$ cat src/rtl/vga_pkg.sv
// rtl/vga_pkg.sv - shared types and defaults for the video RAM path
package vga_pkg;

    localparam int AW_DEF = 16;
    localparam int DW_DEF = 9;
    localparam int SW_DEF = 12;

    // 3:3:3 RGB pixel packing within one RAM word
    localparam int PIX_CH_W  = 3;
    localparam int PIX_B_LSB = 0;
    localparam int PIX_G_LSB = 3;
    localparam int PIX_R_LSB = 6;

    typedef enum logic [1:0] {
        ST_IDLE    = 2'd0,
        ST_DISP_RD = 2'd1,
        ST_HOST_RD = 2'd2,
        ST_HOST_WR = 2'd3
    } issue_e;

endpackage

$ cat src/rtl/sat_counter.sv
// rtl/sat_counter.sv - saturating up-counter with synchronous clear
module sat_counter #(
    parameter int W = 12
) (
    input  logic         clk,
    input  logic         rst_n,
    input  logic         i_inc,
    input  logic         i_clr,
    output logic [W-1:0] o_count
);

    logic [W-1:0] r_count;

    always_ff @(posedge clk or negedge rst_n) begin
        if (!rst_n) begin
            r_count <= '0;
        end else if (i_clr) begin
            r_count <= '0;
        end else if (i_inc && (r_count != {W{1'b1}})) begin
            r_count <= r_count + {{(W-1){1'b0}}, 1'b1};
        end
    end

    assign o_count = r_count;

endmodule

$ cat src/rtl/vram_arbiter.sv
// rtl/vram_arbiter.sv - single-port video RAM arbiter, display priority over host
module vram_arbiter
    import vga_pkg::*;
#(
    parameter int AW = AW_DEF,
    parameter int DW = DW_DEF,
    parameter int SW = SW_DEF
) (
    input  logic          clk,
    input  logic          reset_n,
    input  logic          disp_req,
    input  logic [AW-1:0] disp_addr,
    output logic          disp_rvalid,
    output logic [DW-1:0] disp_rdata,
    input  logic          host_valid,
    output logic          host_ready,
    input  logic          host_we,
    input  logic [AW-1:0] host_addr,
    input  logic [DW-1:0] host_wdata,
    output logic          host_rvalid,
    output logic [DW-1:0] host_rdata,
    output logic          mem_en,
    output logic          mem_we,
    output logic [AW-1:0] mem_addr,
    output logic [DW-1:0] mem_wdata,
    input  logic [DW-1:0] mem_rdata,
    output logic [SW-1:0] host_wait_max
);

    logic [1:0]    r_rst_sync;
    logic          w_rst_n;
    issue_e        w_next;
    issue_e        r_state;
    issue_e        r_tag;
    logic          r_mem_en;
    logic          r_mem_we;
    logic [AW-1:0] r_mem_addr;
    logic [DW-1:0] r_mem_wdata;
    logic          w_stall_inc;
    logic          w_stall_clr;
    logic [SW-1:0] w_stall_cnt;
    logic [SW-1:0] r_wait_max;

    // Reset asserts immediately but releases on the clock to avoid partial release.
    always_ff @(posedge clk or negedge reset_n) begin
        if (!reset_n) begin
            r_rst_sync <= 2'b00;
        end else begin
            r_rst_sync <= {r_rst_sync[0], 1'b1};
        end
    end

    assign w_rst_n    = r_rst_sync[1];
    assign host_ready = host_valid & ~disp_req;

    always_comb begin
        w_next = ST_IDLE;
        if (disp_req) begin
            w_next = ST_DISP_RD;
        end else if (host_valid) begin
            w_next = host_we ? ST_HOST_WR : ST_HOST_RD;
        end
    end

    always_ff @(posedge clk or negedge w_rst_n) begin
        if (!w_rst_n) begin
            r_state     <= ST_IDLE;
            r_tag       <= ST_IDLE;
            r_mem_en    <= 1'b0;
            r_mem_we    <= 1'b0;
            r_mem_addr  <= '0;
            r_mem_wdata <= '0;
        end else begin
            r_state <= w_next;
            r_tag   <= r_state;
            case (w_next)
                ST_DISP_RD: begin
                    r_mem_en   <= 1'b1;
                    r_mem_we   <= 1'b0;
                    r_mem_addr <= disp_addr;
                end
                ST_HOST_RD: begin
                    r_mem_en   <= 1'b1;
                    r_mem_we   <= 1'b0;
                    r_mem_addr <= host_addr;
                end
                ST_HOST_WR: begin
                    r_mem_en    <= 1'b1;
                    r_mem_we    <= 1'b1;
                    r_mem_addr  <= host_addr;
                    r_mem_wdata <= host_wdata;
                end
                default: begin
                    r_mem_en <= 1'b0;
                    r_mem_we <= 1'b0;
                end
            endcase
        end
    end

    assign mem_en    = r_mem_en;
    assign mem_we    = r_mem_we;
    assign mem_addr  = r_mem_addr;
    assign mem_wdata = r_mem_wdata;

    // The tag lags the issue state by the RAM's one-cycle read latency.
    assign disp_rvalid = (r_tag == ST_DISP_RD);
    assign host_rvalid = (r_tag == ST_HOST_RD);
    assign disp_rdata  = mem_rdata;
    assign host_rdata  = mem_rdata;

    assign w_stall_inc = host_valid & ~host_ready;
    assign w_stall_clr = ~w_stall_inc;

    sat_counter #(.W(SW)) u_stall_cnt (
        .clk     (clk),
        .rst_n   (w_rst_n),
        .i_inc   (w_stall_inc),
        .i_clr   (w_stall_clr),
        .o_count (w_stall_cnt)
    );

    always_ff @(posedge clk or negedge w_rst_n) begin
        if (!w_rst_n) begin
            r_wait_max <= '0;
        end else if (w_stall_clr && (w_stall_cnt > r_wait_max)) begin
            r_wait_max <= w_stall_cnt;
        end
    end

    assign host_wait_max = r_wait_max;

endmodule
$ cat config.mk
export PLATFORM = sky130hd
export DESIGN_NAME = vram_arbiter
export DESIGN_NICKNAME = d
export VERILOG_FILES = /design/src/rtl/vga_pkg.sv /design/src/rtl/sat_counter.sv /design/src/rtl/vram_arbiter.sv
export SDC_FILE = /design/constraint.sdc
export NUM_CORES = 1
export LEC_CHECK = 0
export CORE_ASPECT_RATIO = 0.8
export CORE_MARGIN = 4
export CORE_UTILIZATION = 45
export CTS_CLUSTER_DIAMETER = 30
export DETAILED_ROUTE_END_ITERATION = 8
export GPL_ROUTABILITY_DRIVEN = 1
export HOLD_SLACK_MARGIN = 0.12
export PLACE_DENSITY = 0.82
export SETUP_SLACK_MARGIN = 0.4
export SLEW_MARGIN = 20
export SYNTH_ARGS = -nofsm -noshare
export SYNTH_HDL_FRONTEND = slang
export SYNTH_HIERARCHICAL = 1
export SYNTH_SLANG_ARGS = --single-unit
$ cat constraint.sdc
create_clock -name clk -period 2.9 [get_ports clk]
set_input_delay 0.58 -clock clk [delete_from_list [all_inputs] [get_ports clk]]
set_output_delay 0.58 -clock clk [all_outputs]
set_load 0.005 [all_outputs]
==> key figures <==
Yosys
  – Post-synth top cells: dfrtp_1, nand2_1, buf_4, mux2i_1, o21ai_0
  – Main synth FF type: dfrtp_1
  – Post-Synthesis Cell Area: 0.00295 sq mm
  – Largest cells by area after synthesis: dfrtp_1, nand2_1, mux2i_1
  – Most common cell in the netlist: dfrtp_1
  – Yosys cell types: 43
  – Share of the synthesized area in the top cell type: 48.3%
  – Syn avg cell area: 10.6 sq um
  – Sequential element share of the synthesized area: 48.3%
  – Syn Nets: 347
  – Flops & latches, synth: 57
  – Biggest area consumer among synthesized cells: dfrtp_1
  – Post-synth EDFFs: 0
  – Yosys warning count: 6
  – Syn Inst Count: 279
  – Ys async rst share: 100%

Worst setup path
  – Critical Path End: host_ready
  – Worst-path maximum fanout: 4
  – FF-to-FF path depth: 6
  – Worst reg2reg path startpoint: u_stall_cnt/o_count[10]
  – Setup CP Type: in -> out
  – Critical path required time: 2320 ps
  – CP Capture Type: output pin
  – CP Launch Type: primary input
  – Crit path arrival time: 1840 ps
  – Setup crit start: host_valid
  – Reg2reg end: host_wait_max[6]
  – R2R Setup Slk: 570 ps

Timing
  – Slew Limit Fails: 0
  – Setup tns final: 0 ps
  – Final Skew: 12.0 ps
  – Rel. slew slack: 43.0%
  – Final hold vios: 0
  – Slew @ Worst Pin: 854 ps
  – Setup-failing EPs final: 0
  – Tcrit/Tclk final: 83.3%
  – RSZ-0062 raised after global routing: false
  – Fin Hold WS: 347 ps
  – Max Fclk: 414 MHz
  – Fin crit period: 2420 ps

Clock tree
  – CTS tree: built
  – Post-CTS Resized: 0
  – Later-pin clock latency in the skew report: 340 ps
  – CTS Buf Count: 9
  – Root Driver: clkbuf_8
  – Clock Pin Slew Worst Setup and Hold Paths: 60 ps
  – Hold-fix buffers at CTS: 0
  – Clk sinks: 57
  – Level count of the clock H-tree: 3
  – Setup bufs post-CTS: 0
  – Longest Clk Path Bufs: 2

GRT
  – GRT Total Usage: 18.8%
  – Total grt overflow: 0
  – Busiest grt layer: met2
  – Largest net degree at the start of global routing: 41
  – Met1 Track Usage GR: 21.5%
  – M2 GR Usage: 32.6%
  – Initial antenna violation count: 0
  – Global-route wire length before repair: 11,400 um
  – Grt met3 use: 6.16%
  – Vias in the first global route: 2,390

Floorplanning
  – Chip height: 80.4 um
  – CORE AREA: 0.00638 sq mm
  – I/O pins: 115
  – # rows: 26
  – Die area: 0.00792 sq mm
  – Initial Util: 46.3%
  – Die Width: 98.5 um

Drt
  – WL/cell: 15.6 um
  – Starting DRC count in detailed routing: 130
  – DRT Pass-1 Iters: 4
  – Antenna Nets Post-Route: 0
  – Via count: 2,281
  – Number of remaining DRC errors: 0
  – Via density: 5.08
  – Final wirelength: 6990 um

Power and ir drop
  – Leakage: 0.00179 uW
  – Max VDD drop: 0.316 mV
  – Pwr Density: 516 mW/mm^2
  – Net Switching: 496 uW
  – Seq pwr share: 42.8%
  – Sw frac: 23.9%
  – Pint: 1580 uW
  – Clock power frac: 39.1%
  – Logic pwr share: 18.1%

Finish
  – Fin cells: 449
  – Layout cell share with drive strength beyond 1: 12.9%
  – Layout Nets: 428
  – Area grow syn2layout: 36.6%
  – N_diodes: 0

Run status
  – Run status: complete, no violations

Flow run
  – Max-cap violations: 0

Place
  – Inst Count DP: 433
  – Final HPWL DP: 5190 um
  – Global placement routability congestion: 0.842
  – I/O Buffers: 87

Hold path
  – Type of the worst min-delay path: reg -> reg
==> stage by stage <==
| step | utilization [%] | area, sq um | power, uW | setup slack [ps] |
|---|---|---|---|---|
| finish | 63.2 | 4030 | 2080 | 485 |
| floorplan | - | 2950 | 1100 | 948 |
| global route | 63.2 | 4030 | 2190 | 413 |
| CTS | 63.2 | 4030 | 2110 | 486 |
| detailed placement | 59.8 | 3810 | 1280 | 243 |
| global placement | 59.8 | 3810 | 1270 | 312 |
==> power groups by stage <==
stage / Combinational [uW] / Clock (uW) / Sequential (uW)
finish: 376 / 813 / 891
floorplan: 189 / 0 / 906
global placement: 367 / 0 / 902
global route: 406 / 882 / 900
detailed placement: 377 / 0 / 907
CTS: 381 / 835 / 893
==> cell usage in the layout, fill, tap and decap left out, drive strengths merged, types with 6 or more instances in the layout <==
| cell | instances |
|---|---|
| mux2 | 14 |
| mux2i | 18 |
| ha | 13 |
| dfrtp | 57 |
| inv | 14 |
| clkbuf | 11 |
| nand2 | 50 |
| o21ai | 18 |
| clkdlybuf4s50 | 87 |
| nor2b | 6 |
| buf | 9 |
| nand3 | 8 |
| a21oi | 9 |
| nand4 | 6 |
| nor2 | 10 |
==> area by class of cell <==
class                           instances  area (sq um)
Fill cell                             536          2340
Sequential cell                        57          1430
Multi-Input combinational cell        181          1280
Timing Repair Buffer                   96           938
Clock buffer                           11           141
Tap cell                               84           105
Clock inverter                          5          80.1
Inverter                               15          56.3
==> critical path: stages <==
cell and delay [ps]:
clkdlybuf4s50_1 520, nor2b_1 200, clkdlybuf4s50_1 530
==> state kept, by name, indices dropped and copies added, names as in the netlist <==
register,cells
r_rst_sync,2
mem_en,1
host_wait_max,12
u_stall_cnt/o_count,12
mem_wdata,9
r_tag,2
r_state,2
mem_we,1
mem_addr,16
==> kinds of logic after synthesis <==
kind of cell,after synthesis,synth area share (%)
AOI/OAI and AO/OA,35,7.42
xor gates and xnor gates,3,0.891
adders and majority gates,13,5.51
muxes,32,12.8
other,1,0.127
and+or+nand+nor,97,16.7
buffers and inverters,41,8.18
DFF,57,48.3
==> worst min path at each step <==
| stage | from | endpoint | cells past startpoint |
|---|---|---|---|
| 6_report | r_state[0] | r_tag[0] | 0 |
| 5_1_grt | r_rst_sync[0] | r_rst_sync[1] | 0 |
| 4_1_cts | r_state[0] | r_tag[0] | 0 |
| 3_5_place_dp | r_state[0] | r_tag[0] | 0 |
| 3_3_place_gp | r_state[0] | r_tag[0] | 0 |
| 2_1_floorplan | reset_n | r_rst_sync[0] | 0 |
==> metal layers <==
metal | vias up | part of all wire, %
met5 | - | 0
met4 | 0 | 2.0
met3 | 20 | 6.6
met2 | 88 | 50
met1 | 1072 | 41
li1 | 1101 | -
No activity file was read; power rests on OpenSTA's default activity.
==> RTL edit 1: new RTL, same settings <==
Change the package constant `DW_DEF` from 9 to 11.
--- a/src/rtl/vga_pkg.sv
+++ b/src/rtl/vga_pkg.sv
@@ -2,7 +2,7 @@
 package vga_pkg;
 
     localparam int AW_DEF = 16;
-    localparam int DW_DEF = 9;
+    localparam int DW_DEF = 11;
     localparam int SW_DEF = 12;
 
     // 3:3:3 RGB pixel packing within one RAM word
Interface: changed (5 resized); port bits go from 115 to 125. The function was not compared with the original's and may differ.
==> RTL edit 1 against the unedited design <==
  * Sequential cell count up 2
  * Setup slack gained 0.056 ns
  * Routed wire length decreased by 0.62%
  * Clock power rose by 7.5%
  * Synthesized area rose by 3.7%
  * Core utilization increased by 0.25 points
  * Largest cell class unchanged
  * Global-route usage fell by 0.54 points
  * Clock skew decreased by 0.0055 ns
  * Total power grew 5.7%
  * Cell count grew 1.8%
  * Fmax increased by 2.4%
  * Synthesized cell count grew 5.0%
  * Final area up 2.5%
==> RTL edit 1: results (changes against the unedited design) <==
| Result | This run | Unit | Change |
| --- | --- | --- | --- |
| First-iteration detailed-routing DRC count | 122 | - | -6.2% |
| Static leakage power | 1.84 | nW | +3.1% |
| Via density per instance | 5.05 | - | -0.54% |
| Run status | finished, final reports clean | - |  |
| Nets in the synthesized netlist | 365 | - | +5.2% |
| Max-slew headroom at the worst pin | 0.643 | - | +0.213 |
| Area post-placement | 3900 | um2 | +2.4% |
| Mean instance size in the synthesized netlist | 10.4 | um2 | -1.2% |
| Switching power | 0.510 | mW | +2.8% |
| Post-Route Skew | 0.00657 | ns | -0.00547 ns |
| Setup slack of the worst register-to-register path | 0.71 | ns | +0.14 ns |
| Count of TritonRoute iterations in the first routing pass | 4 | - | unchanged |
| Routed wire per std cell | 15.2 | um | -2.4% |
| Number of flip-flops in the largest register | 16 | - | unchanged |
| Fraction of synthesized cell area in xor and xnor cells | 0.00859 | - | -0.000320 |
| Share of the synthesized area in compound gates (AO/OA/AOI/OAI) | 0.0715 | - | -0.00267 |
| Worst hold slack across all endpoints | 0.157 | ns | -0.190 ns |
| Max Fanout on Critical Path | 3 | - | -1 |
| Final weighted congestion of routability-driven global placement | 0.825 | - | -2.0% |
| Number of fill cells in the layout | 538 | - | +0.37% |
| Wire length of the first global-routing pass | 11.5 | mm | +0.18% |
| Pin count of the biggest net entering global routing | 44 | - | +7.3% |
| Multi-input gate area in the final layout | 1310 | um2 | +1.8% |
| Crit path DAT | 1.78 | ns | -0.06 ns |
| Seq/Total Area, Yosys | 0.482 | - | -0.00104 |
| Post-place setup slack | 0.401 | ns | +0.158 ns |
| Sequential power | 0.924 | mW | +3.7% |
| Ratio of total power to cell area | 532 | nW/um2 | +3.2% |
| Share of post-route cells with drive strength above 1 | 0.115 | - | -0.0135 |
| Count of buffers inserted at the top-level ports | 91 | - | +4.6% |
| Detailed placer's ending HPWL | 5.18 | mm | -0.17% |
| Number of placed instances, taps included | 442 | - | +2.1% |
| Number of global-route vias before repair | 2432 | - | +1.8% |
| Synth cell types | 42 | - | -2.3% |
| Proportion of synthesized area in mux cells | 0.124 | - | -0.00462 |
| Most frequent cells after synthesis | dfrtp_1, nand2_1, buf_4 | - |  |
| Gr usage total | 0.182 | - | -0.00540 |
| Classification of the worst-slack hold path | reg2async | - |  |
| Top cells by area in the synthesized netlist | dfrtp_1, nand2_1, mux2i_1, buf_4, mux2_4 | - |  |
| Power Combinational | 0.401 | mW | +6.6% |
| VDD IR-drop max | 0.000277 | V | -12% |
| RR Endpoint | host_wait_max[1]$_DFFE_PN0P_ | - |  |
| Worst Reg2Reg Path Length in Cells | 6 | - | unchanged |
| Final cell count without fillers | 457 | - | +1.8% |
| Adder and majority gate portion of the synthesized area | 0.0531 | - | -0.00198 |
-- RTL edit 1: worst max-delay path by stage --
stage,startpoint,endpoint,slack (ns),cells after the start
3_5_place_dp,disp_req,mem_wdata[8]$_DFFE_PN0P_,0.40,6
3_3_place_gp,disp_req,u_stall_cnt/o_count[5]$_DFFE_PN0P_,0.53,7
2_1_floorplan,u_stall_cnt/o_count[1]$_DFFE_PN0P_,host_wait_max[0]$_DFFE_PN0P_,0.95,7
5_1_grt,host_valid,host_ready,0.52,3
4_1_cts,host_valid,host_ready,0.55,3
6_report,host_valid,host_ready,0.54,3
-- RTL edit 1: per-layer routing --
metal  up-vias  share of wire  GRT usage
li1       1122              -          -
met1      1089           0.42      0.218
met2        90           0.46      0.281
met3         8          0.095     0.0900
met4         0          0.016     0.0767
met5         -              0          0
-- RTL edit 1: final cells by class --
type                    count  area share
flip-flops and latches     59       0.358
multi-input cells         187       0.316
repair buffers             97       0.231
clock buffers              10      0.0309
well taps                  84      0.0254
clock inverters             5      0.0248
inverters                  15      0.0136
==> RTL edit 2: new RTL, config.mk and constraints unchanged <==
Without the edit above. The 4 values of `issue_e` get a Gray code encoding in 2 bits.
--- a/src/rtl/vga_pkg.sv
+++ b/src/rtl/vga_pkg.sv
@@ -12,10 +12,10 @@
     localparam int PIX_R_LSB = 6;
 
     typedef enum logic [1:0] {
-        ST_IDLE    = 2'd0,
-        ST_DISP_RD = 2'd1,
-        ST_HOST_RD = 2'd2,
-        ST_HOST_WR = 2'd3
+        ST_IDLE    = 2'b00,
+        ST_DISP_RD = 2'b01,
+        ST_HOST_RD = 2'b11,
+        ST_HOST_WR = 2'b10
     } issue_e;
 
 endpackage
Check against the original RTL: no difference found for any inputs over 10 cycles, from zero or initial values and one cycle with reset_n low; not proved beyond that.
==> RTL edit 2 against the unedited design <==
  * Count of clock-buffer cells in the layout fell by 2
  * Highest routed layer unchanged
  * Fmax grew 0.12%
  * Combinational power grew 5%
  * Sequential cell count did not move
  * Final area shrank 1.0%
  * Total power is 3.8% lower
  * Critical endpoint unchanged
  * Routed wire length decreased by 12%
  * Synthesized area about the same
  * Setup slack improved by 0.0030 ns
  * Sequential power barely moved
==> RTL edit 2: results (changes against the unedited design) <==
| Result | This run | Unit | Change |
| --- | --- | --- | --- |
| Wire length of the first global-routing pass | 10.3 | mm | -9.5% |
| Htree depth | 3 | - | unchanged |
| Number of nets in the layout | 409 | - | -4.4% |
| Cell with the biggest individual delay on the critical path | clkdlybuf4s50_1 | - |  |
| Seq/Total Area, Yosys | 0.483 | - | about the same |
| Final weighted congestion of routability-driven global placement | 0.826 | - | -1.8% |
| Clk_lat worst skew | 0.32 | ns | -0.02 ns |
| Number of flip-flops in the largest register | 16 | - | unchanged |
| Routed wire per std cell | 14.3 | um | -8.4% |
| Number of antenna violations at the first check in global routing | 0 | - | unchanged |
| Static leakage power | 1.73 | nW | -3.0% |
| Count of buffers inserted at the top-level ports | 87 | - | unchanged |
| Worst hold slack across all endpoints | 0.296 | ns | -0.0507 ns |
| Crit path DAT | 1.83 | ns |  |
| Reg2Reg Launch Point | u_stall_cnt/o_count[10]$_DFFE_PN0P_ | - |  |
| VDD IR-drop max | 0.000274 | V | -13% |
| Count of yosys warnings during synthesis | 6 | - | unchanged |
| RR Endpoint | host_wait_max[1]$_DFFE_PN0P_ | - |  |
| Max-slew headroom at the worst pin | 0.569 | - | +0.138 |
| Clock-pin slew of the registers on the worst-case setup and hold paths | 0.07 | ns |  |
| Classification of the worst-slack hold path | reg2async | - |  |
| Root Buffer | clkbuf_8 | - |  |
| Synth cell types | 41 | - | -4.7% |
| Nets in the synthesized netlist | 330 | - | -4.9% |
| Pin count of the biggest net entering global routing | 34 | - | -17% |
| Top cells by area in the synthesized netlist | dfrtp_1, mux2i_1, mux2_4, ha_1, buf_4 | - |  |
| First-iteration detailed-routing DRC count | 112 | - | -14% |
| Number of global-route vias before repair | 2202 | - | -7.9% |
| Aggregate negative setup slack | 0 | ns | unchanged |
| Post-Route Skew | 0.00667 | ns | -0.00537 ns |
| Share of post-route cells with drive strength above 1 | 0.159 | - | +0.0302 |
| Run status | finished, final reports clean | - |  |
| Number of vias after detailed routing | 2156 | - | -5.5% |
| Gr usage total | 0.165 | - | -0.0232 |
| Setup slack of the worst register-to-register path | 0.76 | ns | +0.19 ns |
| Most frequent cells after synthesis | dfrtp_1, nand2_1, buf_4 | - |  |
| Detailed placer's ending HPWL | 4.61 | mm | -11% |
[RTL edit 2: power by group]
group	switching, mW	internal (mW)	total [mW]
clock	0.321	0.394	0.716
sequential	0.0370	0.853	0.890
combinational	0.144	0.251	0.395
total	0.502	1.50	2.00
[RTL edit 2: kinds of logic after synthesis]
group	synth area share
AOI/OAI and AO/OA	0.0742
and+or+nand+nor	0.131
DFF	0.483
muxes	0.163
xor gates and xnor gates	0.00890
buffers and inverters	0.0839
other	0.00127
adders and majority gates	0.0551
[RTL edit 2: per-layer routing]
metal / vias to the layer above / global-route usage / routed length (um)
met5: - / 0 / 0
met4: 0 / 0.0709 / 91
met3: 15 / 0.0495 / 387
met2: 61 / 0.267 / 2980
met1: 1027 / 0.205 / 2670
li1: 1053 / - / -
[RTL edit 2: worst max path at each step]
stage	startpoint	end	cells past startpoint
floorplan	u_stall_cnt/o_count[1]$_DFFE_PN0P_	host_wait_max[10]$_DFFE_PN0P_	7
global placement	host_valid	host_ready	3
detailed placement	host_valid	host_ready	3
CTS	host_valid	host_ready	3
global route	host_valid	host_ready	3
finish	host_valid	host_ready	3
[RTL edit 2: cell type report]
type                            count  area, um2
Sequential cell                    57       1430
Fill cell                         550       2390
Timing Repair Buffer               94        923
Clock buffer                        9        124
Tap cell                           84        105
Clock inverter                      7       71.3
Multi-Input combinational cell    163       1280
Inverter                           16       60.1
[RTL edit 2: through the flow]
stage               instances  setup slack, ns  utilization  instance area (um2)
finish                    430            0.488        0.626                 3990
global route              430            0.443        0.626                 3990
CTS                       430            0.485        0.626                 3990
detailed placement        414            0.475        0.595                 3790
global placement          414            0.497        0.595                 3790
floorplan                 262            0.948            -                 2950
